==> src/rtl/freq_ctrl_pkg.sv <==
// Shared constants and encodings for the front-panel frequency control.
// Timing defaults assume a 50 MHz sysclk.
package freq_ctrl_pkg;

    localparam int DEB_CYCLES_50M   = 500000;
    localparam int REPEAT_DELAY_50M = 25000000;
    localparam int REPEAT_RATE_50M  = 5000000;

    typedef enum logic [1:0] {
        IDLE   = 2'd0,
        HOLD   = 2'd1,
        REPEAT = 2'd2
    } state_e;

    typedef enum logic {
        UP   = 1'b0,
        DOWN = 1'b1
    } dir_e;

endpackage

==> src/rtl/btn_debounce.sv <==
// Two-flop synchroniser followed by a counting debouncer.
// The debounced level flips after DEB_CYCLES consecutive disagreeing samples.
module btn_debounce
    import freq_ctrl_pkg::*;
#(
    parameter int DEB_CYCLES = DEB_CYCLES_50M
) (
    input  logic sysclk,
    input  logic reset,
    input  logic raw,
    output logic deb
);

    localparam int CW = (DEB_CYCLES > 1) ? $clog2(DEB_CYCLES) : 1;

    logic          sync1_q;
    logic          sync2_q;
    logic          deb_q;
    logic          deb_d;
    logic [CW-1:0] cnt_q;
    logic [CW-1:0] cnt_d;

    always_comb begin
        deb_d = deb_q;
        cnt_d = '0;
        if (sync2_q != deb_q) begin
            if (cnt_q == CW'(DEB_CYCLES - 1)) begin
                deb_d = ~deb_q;
            end else begin
                cnt_d = cnt_q + CW'(1);
            end
        end
    end

    always_ff @(posedge sysclk) begin
        if (reset) begin
            sync1_q <= 1'b0;
            sync2_q <= 1'b0;
            deb_q   <= 1'b0;
            cnt_q   <= '0;
        end else begin
            sync1_q <= raw;
            sync2_q <= sync1_q;
            deb_q   <= deb_d;
            cnt_q   <= cnt_d;
        end
    end

    assign deb = deb_q;

endmodule

==> src/rtl/freq_step_ctrl.sv <==
// Plus/minus button handling with press-step, auto-repeat and a
// saturating frequency index for the waveform stage.
module freq_step_ctrl
    import freq_ctrl_pkg::*;
#(
    parameter int DEB_CYCLES   = DEB_CYCLES_50M,
    parameter int REPEAT_DELAY = REPEAT_DELAY_50M,
    parameter int REPEAT_RATE  = REPEAT_RATE_50M,
    parameter int IDX_W        = 5,
    parameter int IDX_MAX      = 31,
    parameter int IDX_RESET    = 8
) (
    input  logic             sysclk,
    input  logic             reset,
    input  logic             Bt_Plus,
    input  logic             Bt_Minus,
    output logic [IDX_W-1:0] freq_idx,
    output logic             step_pulse,
    output logic             at_min,
    output logic             at_max
);

    localparam int RMAX = (REPEAT_DELAY > REPEAT_RATE) ? REPEAT_DELAY : REPEAT_RATE;
    localparam int RCW  = (RMAX > 1) ? $clog2(RMAX) : 1;

    logic deb_plus;
    logic deb_minus;
    logic plus_only;
    logic minus_only;
    logic held_ok;
    logic delay_done;
    logic rate_done;

    state_e state_q, state_d;
    dir_e   dir_q, dir_d;
    dir_e   step_dir_q, step_dir_d;
    logic   step_q, step_d;
    logic   pulse_q, pulse_d;

    logic [RCW-1:0]   cnt_q, cnt_d;
    logic [IDX_W-1:0] idx_q, idx_d;

    btn_debounce #(.DEB_CYCLES(DEB_CYCLES)) u_deb_plus (
        .sysclk (sysclk),
        .reset  (reset),
        .raw    (Bt_Plus),
        .deb    (deb_plus)
    );

    btn_debounce #(.DEB_CYCLES(DEB_CYCLES)) u_deb_minus (
        .sysclk (sysclk),
        .reset  (reset),
        .raw    (Bt_Minus),
        .deb    (deb_minus)
    );

    assign plus_only  = deb_plus & ~deb_minus;
    assign minus_only = deb_minus & ~deb_plus;
    assign held_ok    = (dir_q == UP) ? plus_only : minus_only;
    assign delay_done = (cnt_q == RCW'(REPEAT_DELAY - 1));
    assign rate_done  = (cnt_q == RCW'(REPEAT_RATE - 1));

    always_ff @(posedge sysclk) begin
        if (reset) begin
            state_q <= IDLE;
            dir_q   <= UP;
            cnt_q   <= '0;
        end else begin
            state_q <= state_d;
            dir_q   <= dir_d;
            cnt_q   <= cnt_d;
        end
    end

    always_comb begin
        state_d = state_q;
        dir_d   = dir_q;
        cnt_d   = cnt_q;
        unique case (state_q)
            IDLE: begin
                if (plus_only | minus_only) begin
                    state_d = HOLD;
                    dir_d   = plus_only ? UP : DOWN;
                    cnt_d   = '0;
                end
            end
            HOLD: begin
                if (!held_ok) begin
                    state_d = IDLE;
                end else if (delay_done) begin
                    state_d = REPEAT;
                    cnt_d   = '0;
                end else begin
                    cnt_d = cnt_q + RCW'(1);
                end
            end
            REPEAT: begin
                if (!held_ok) begin
                    state_d = IDLE;
                end else if (rate_done) begin
                    cnt_d = '0;
                end else begin
                    cnt_d = cnt_q + RCW'(1);
                end
            end
            default: state_d = IDLE;
        endcase
    end

    // Step requests are registered, so the index moves one cycle later.
    always_comb begin
        step_d     = 1'b0;
        step_dir_d = dir_q;
        unique case (state_q)
            IDLE: begin
                step_d     = plus_only | minus_only;
                step_dir_d = plus_only ? UP : DOWN;
            end
            HOLD:    step_d = held_ok & delay_done;
            REPEAT:  step_d = held_ok & rate_done;
            default: step_d = 1'b0;
        endcase
    end

    always_comb begin
        idx_d   = idx_q;
        pulse_d = 1'b0;
        if (step_q) begin
            if (step_dir_q == UP && idx_q != IDX_W'(IDX_MAX)) begin
                idx_d   = idx_q + IDX_W'(1);
                pulse_d = 1'b1;
            end else if (step_dir_q == DOWN && idx_q != '0) begin
                idx_d   = idx_q - IDX_W'(1);
                pulse_d = 1'b1;
            end
        end
    end

    always_ff @(posedge sysclk) begin
        if (reset) begin
            step_q     <= 1'b0;
            step_dir_q <= UP;
            idx_q      <= IDX_W'(IDX_RESET);
            pulse_q    <= 1'b0;
        end else begin
            step_q     <= step_d;
            step_dir_q <= step_dir_d;
            idx_q      <= idx_d;
            pulse_q    <= pulse_d;
        end
    end

    assign freq_idx   = idx_q;
    assign step_pulse = pulse_q;
    assign at_min     = (idx_q == '0);
    assign at_max     = (idx_q == IDX_W'(IDX_MAX));

endmodule

==> config.mk <==
export PLATFORM = sky130hd
export DESIGN_NAME = freq_step_ctrl
export DESIGN_NICKNAME = d
export VERILOG_FILES = /design/src/rtl/freq_ctrl_pkg.sv /design/src/rtl/btn_debounce.sv /design/src/rtl/freq_step_ctrl.sv
export SDC_FILE = /design/constraint.sdc
export NUM_CORES = 1
export LEC_CHECK = 0
export BUFFER_PORTS_ARGS = -buffer_cell sky130_fd_sc_hd__buf_2
export CAP_MARGIN = 5
export CORE_UTILIZATION = 49
export DETAILED_ROUTE_END_ITERATION = 8
export GPL_TIMING_DRIVEN = 0
export HOLD_SLACK_MARGIN = 0.03
export PLACE_DENSITY = 0.7
export SYNTH_ARGS = -nofsm -noshare
export SYNTH_HDL_FRONTEND = slang
export SYNTH_SLANG_ARGS = --single-unit
==> constraint.sdc <==
create_clock -name sysclk -period 2.5 [get_ports sysclk]
set_input_delay 0.125 -clock sysclk [delete_from_list [all_inputs] [get_ports sysclk]]
set_output_delay 0.125 -clock sysclk [all_outputs]
set_load 0.02 [all_outputs]
==> metrics.md, run 1 <==
| Metric | Value |
|---|---|
| Slew HR | 15.4% |
| TritonCTS clock tree | yes |
| Mapped cell area | 3780 um^2 |
| Unrepaired setup endpoints after global routing | false |
| DR WL/cell | 12.6 um |
| Worst Setup End Kind | register |
| Multi-input logic area | 2050 um^2 |
| Hold Crit Class | in2reg |
| Vias post-DR | 2925 |
| Nets@finish | 466 |
| Htree depth | 3 |
| Placed Cells | 535 |
| DR DRC count | 0 |
| Die Y | 89.8 um |
| WS Path Type | reg2reg |
| Tot GR Track Use | 18.6% |
| Antenna-violating nets left | 0 |
| CTS buffer count | 9 |
| Fin cells | 553 |
| Final setup violation count | 0 |
| Core area | 7370 um^2 |
| Flop2flop setup slack | 0.14 ns |
| Async SR Flop Fraction | 0% |
| DIE AREA | 8070 um^2 |
| Yosys reg bits | 80 |
| Max-Cap Viols | 0 |
| Die X | 89.8 um |
| Clk root buf | clkbuf_8 |
| Total gr overflow | 0 |
| Skew final | 0.0149 ns |
| Pwr/cell area | 699 nW/um^2 |
| Initial Utilization | 51.3% |
| Max FO, Critical Path | 7 |
| Fraction of layout cells with a size suffix above 1 | 10.1% |
| First-pass GRT wire length | 12.4 mm |
| Initial antenna violation count | 0 |
| WP data required | 2.74 ns |
| Crit path time final | 2.36 ns |
| Max Clk Rate | 0.423 GHz |
| Ports | 12 |
| Syn-to-layout area delta | 11.5% |
| Post-synth EDFFs | 0 |
| Clk pin slew, worst setup/hold paths | 0.08 ns |
| Fin util | 57.2% |
| Hpwl dp | 4.91 mm |
| Pin count of the biggest net entering global routing | 14 |
| Avg Inst Size Synth | 8.89 um^2 |
| Sequential Area | 1600 um^2 |
| Seq/Total Area, Yosys | 42.4% |
| Routed WL | 6.99 mm |
| Setup tns final | 0 ns |
| Drt pass-1 iters | 4 |
| # Post-CTS Setup Buffers | 0 |
| Filler Cell Count | 685 |
| Syn Nets | 442 |
| Ant diodes | 0 |
| Synth area leaders | dfxtp_1 42%, xor2_1 9.7%, nor2_1 8.7% |
| Commonest non-fill, non-tap cell in the layout | nor2_1 |
| Vias in the first global route | 2800 |
| Slew @ Worst Pin | 1.26 ns |
| Final Wtd Congestion | 0.843 |
| Post-DR vias/cell | 5.29 |
| Outcome | completed |
| Worst Slack Setup Final | 0.137 ns |
| Drt first-iter violations | 101 |
| Most frequent cells in the layout | 88 x nor2_1, 80 x dfxtp_1, 42 x xor2_1 |
| Tcrit/Tclk final | 94.5% |
| Post-synth top area cell | dfxtp_1 |
| Max clock buf depth | 2 |
| Leakage | 1.48 nW |
| Synth unique cells | 46 |
| Arr. time, crit path | 2.60 ns |
| Primary FF master, synth | dfxtp_1 |
| Synth Instances | 425 |
| Syn. warnings | 0 |
| Row count | 31 |
| Final Hold Fails | 0 |
| Clk Latency, worst-skew pair | 0.34 ns |
| Clk sinks | 80 |
| Slew Viols, Final | 0 |
| Startpoint Class | register |
| Share of the synthesized area in the top cell type | 42.4% |
| Peak supply drop | 0.505 mV |
| Pre-CTS setup slack | 0.185 ns |
| Port Buffers | 11 |
[critical path, stage by stage (launching register included)]
cell and delay [ns]:
dfxtp_1 0.38, ha_1 0.31, nand3_1 0.14, nor4_1 0.97, nand4_1 0.22, xor2_1 0.19
nor2_1 0.05
[cells in the mapped netlist, types with 6 or more instances]
cell,number
xnor2_1,21
and3_1,9
nand4_1,22
nor2_1,88
dfxtp_1,80
a21oi_1,7
nand3_1,30
nor4_1,6
clkbuf_1,8
nor2b_1,8
xor2_1,42
inv_1,9
nand2_1,21
ha_1,12
[cell families after synthesis]
family	Yosys count	share of synthesized area (%)
fa+ha+maj	13	4.50
simple gates	214	28.5
flops	80	42.4
xor+xnor	63	14.6
mux	6	1.62
compound gates	26	4.97
buf+inv	23	3.44
[where the power goes]
group          switching [mW]  total, mW  leakage, nW  internal [mW]
Combinational           0.330      0.546        0.714          0.215
Sequential             0.0271       1.33        0.646           1.31
Clock                   0.448       1.07        0.117          0.620
[registers in the layout, indices dropped and copies added, names as in the netlist, 2 cells and up]
name,count
cnt_q,25
u_deb_plus.cnt_q,19
u_deb_minus.cnt_q,19
state_q,2
freq_idx,5
[worst paths after layout]
path	startpoint	endpoint	cells past startpoint
setup / recovery	cnt_q[0]	cnt_q[24]	6
hold / removal	reset	u_deb_plus.sync1_q	3
setup reg to reg	cnt_q[0]	cnt_q[24]	6
hold reg to reg	u_deb_minus.sync1_q	u_deb_minus.sync2_q	1
[cell type report]
| class | instances | share of cell area [%] |
|---|---|---|
| multi-input cells | 322 | 48.7 |
| flip-flops and latches | 80 | 38.0 |
| clock buffers | 12 | 3.68 |
| well taps | 99 | 2.94 |
| plain buffers | 14 | 2.32 |
| repair buffers | 13 | 1.78 |
| clock inverters | 4 | 1.75 |
| inverters | 9 | 0.802 |
[routing by layer]
metal / track usage, % / share of wire (%)
met2: 30.3 / 46
met5: 0 / 0
met3: 4.91 / 3.3
met4: 5.33 / 0.93
met1: 24.1 / 50
[per-stage QoR]
stage          total power, mW  instance area [um^2]  hold slack [ns]
6_report                  2.95                  4210            0.199
5_1_grt                   3.09                  4210            0.196
4_1_cts                   2.97                  4210            0.184
3_5_place_dp              1.89                  3960            0.341
3_3_place_gp              1.89                  3960            0.339
2_1_floorplan             1.78                  3780            0.253
[repair_timing]
item,in CTS,in global routing
resized for setup,0,3
hold buffers,2,0
hold endpoints to repair,2,0
setup endpoints to repair,0,15
Power figures use the tool's default switching activity.
==> run 2: changes to the inputs <==
- CELL_PAD_IN_SITES_DETAIL_PLACEMENT: unset -> 1
- CELL_PAD_IN_SITES_GLOBAL_PLACEMENT: unset -> 1
- CORE_UTILIZATION: 49 -> 48
- PLACE_DENSITY: 0.7 -> 0.84
==> metrics.md, run 2 (synthesis gave the netlist of run 1 again) <==
| Metric | Value |
|---|---|
| Clk pin slew, worst setup/hold paths | 0.08 ns |
| DR DRC count | 0 |
| Hold Crit Class | in2reg |
| CTS buffer count | 9 |
| Hpwl dp | 5.80 mm |
| Ant diodes | 0 |
| Setup tns final | 0 ns |
| Final Hold Fails | 0 |
| TritonCTS clock tree | yes |
| Worst Slack Setup Final | 0.155 ns |
| Antenna-violating nets left | 0 |
| Top flop regs | cnt_q x25, u_deb_minus.cnt_q x19, u_deb_plus.cnt_q x19 |
| Leakage | 1.45 nW |
| Final setup violation count | 0 |
| Arr. time, crit path | 2.59 ns |
| First-pass GRT wire length | 14.2 mm |
| Worst Setup End Kind | register |
| Max Clk Rate | 0.426 GHz |
| Core area | 7450 um^2 |
| Total gr overflow | 0 |
| Worst hold path depth | 3 |
| Clk Latency, worst-skew pair | 0.35 ns |
| Max-Cap Viols | 0 |
| Routed WL | 8.28 mm |
| Die Y | 90.7 um |
| Nets@finish | 466 |
| Most frequent cells in the layout | 88 x nor2_1, 80 x dfxtp_1, 42 x xor2_1 |
| Vias post-DR | 3028 |
| Final Cell Area | 4180 um^2 |
| Initial Utilization | 50.7% |
| DR WL/cell | 15.0 um |
| Drt pass-1 iters | 4 |
| Startpoint Class | register |
| Pre-CTS setup slack | 0.154 ns |
| Initial antenna violation count | 0 |
| Crit path time final | 2.35 ns |
| Post-DR vias/cell | 5.48 |
| Commonest non-fill, non-tap cell in the layout | nor2_1 |
| Worst-case reg-to-reg path depth | 8 |
| Htree depth | 3 |
| Tot GR Track Use | 21.4% |
| Largest register FFs | 25 |
| Tcrit/Tclk final | 93.8% |
| Final Wtd Congestion | 0.795 |
| Port Buffers | 11 |
| Fraction of layout cells with a size suffix above 1 | 10.1% |
| Ports | 12 |
| Skew final | 0.00837 ns |
| Slew Viols, Final | 0 |
| Row count | 31 |
| Placed Cells | 535 |
| Vias in the first global route | 3125 |
| Outcome | completed |
| Max FO, Critical Path | 6 |
| Drt first-iter violations | 76 |
| Pwr/cell area | 672 nW/um^2 |
| WS Path Type | reg2reg |
| DIE AREA | 8230 um^2 |
| Peak supply drop | 0.450 mV |
| Pin count of the biggest net entering global routing | 14 |
| Clk sinks | 80 |
| WP data required | 2.74 ns |
| Slew HR | 25.5% |
| Clk root buf | clkbuf_8 |
| Slew @ Worst Pin | 1.11 ns |
| Die X | 90.7 um |
| Max clock buf depth | 2 |
| Syn-to-layout area delta | 10.6% |
| Unrepaired setup endpoints after global routing | false |
| Fin cells | 553 |
| Top reg by flops | cnt_q |
| DP Area | 3960 um^2 |
| # Post-CTS Setup Buffers | 0 |
-- run 2: final timing paths --
path	start	to	slack, ns
worst min-delay path	reset	u_deb_minus.sync1_q	0.19
worst min register to register	u_deb_plus.sync1_q	u_deb_plus.sync2_q	0.45
worst max-delay path	freq_idx[1]	freq_idx[4]	0.15
worst max register to register	freq_idx[1]	freq_idx[4]	0.15
-- run 2: what timing repair did --
item / 4_1_cts / 5_1_grt
hold buffers: 2 / 0
hold endpoints to repair: 2 / 0
resized for setup: 0 / 4
endpoints found under the setup margin: 0 / 22
-- run 2: cell type report --
class                      count  area (um^2)
timing repair buffer          13         75.1
fill                         890         3270
buffer                        14         97.6
clock inverter                 5         57.6
clock buffer                  11          131
inverter                       9         33.8
tap                           99          124
sequential                    80         1600
multi-input combinational    322         2060
-- run 2: power by group --
| group | switching (mW) | internal (mW) | total, mW |
|---|---|---|---|
| logic | 0.338 | 0.216 | 0.553 |
| clock network | 0.463 | 0.460 | 0.923 |
| registers | 0.0271 | 1.31 | 1.33 |
-- run 2: worst max-delay path: stages, from the launching register on --
cell     delay (ns)
dfxtp_1        0.38
and3_1         0.22
a31o_2         0.31
fa_1           0.41
a21o_1         0.19
a21oi_1        0.20
xnor2_1        0.18
a21oi_1        0.11
a31o_2         0.24
-- run 2: layer usage --
metal	wire [um]	vias up	global-route usage (%)
li1	-	1502	-
met1	3760	1474	24.5
met2	4130	33	38.1
met3	172	19	4.55
met4	214	0	9.14
met5	0	-	0
-- run 2: through the flow --
step | power [mW] | hold WS [ns] | utilization (%)
6_report | 2.81 | 0.191 | 56.1
5_1_grt | 2.95 | 0.202 | 56.1
4_1_cts | 2.84 | 0.180 | 55.9
3_5_place_dp | 1.91 | 0.348 | 53.1
3_3_place_gp | 1.90 | 0.352 | 53.1
2_1_floorplan | 1.78 | 0.253 | -
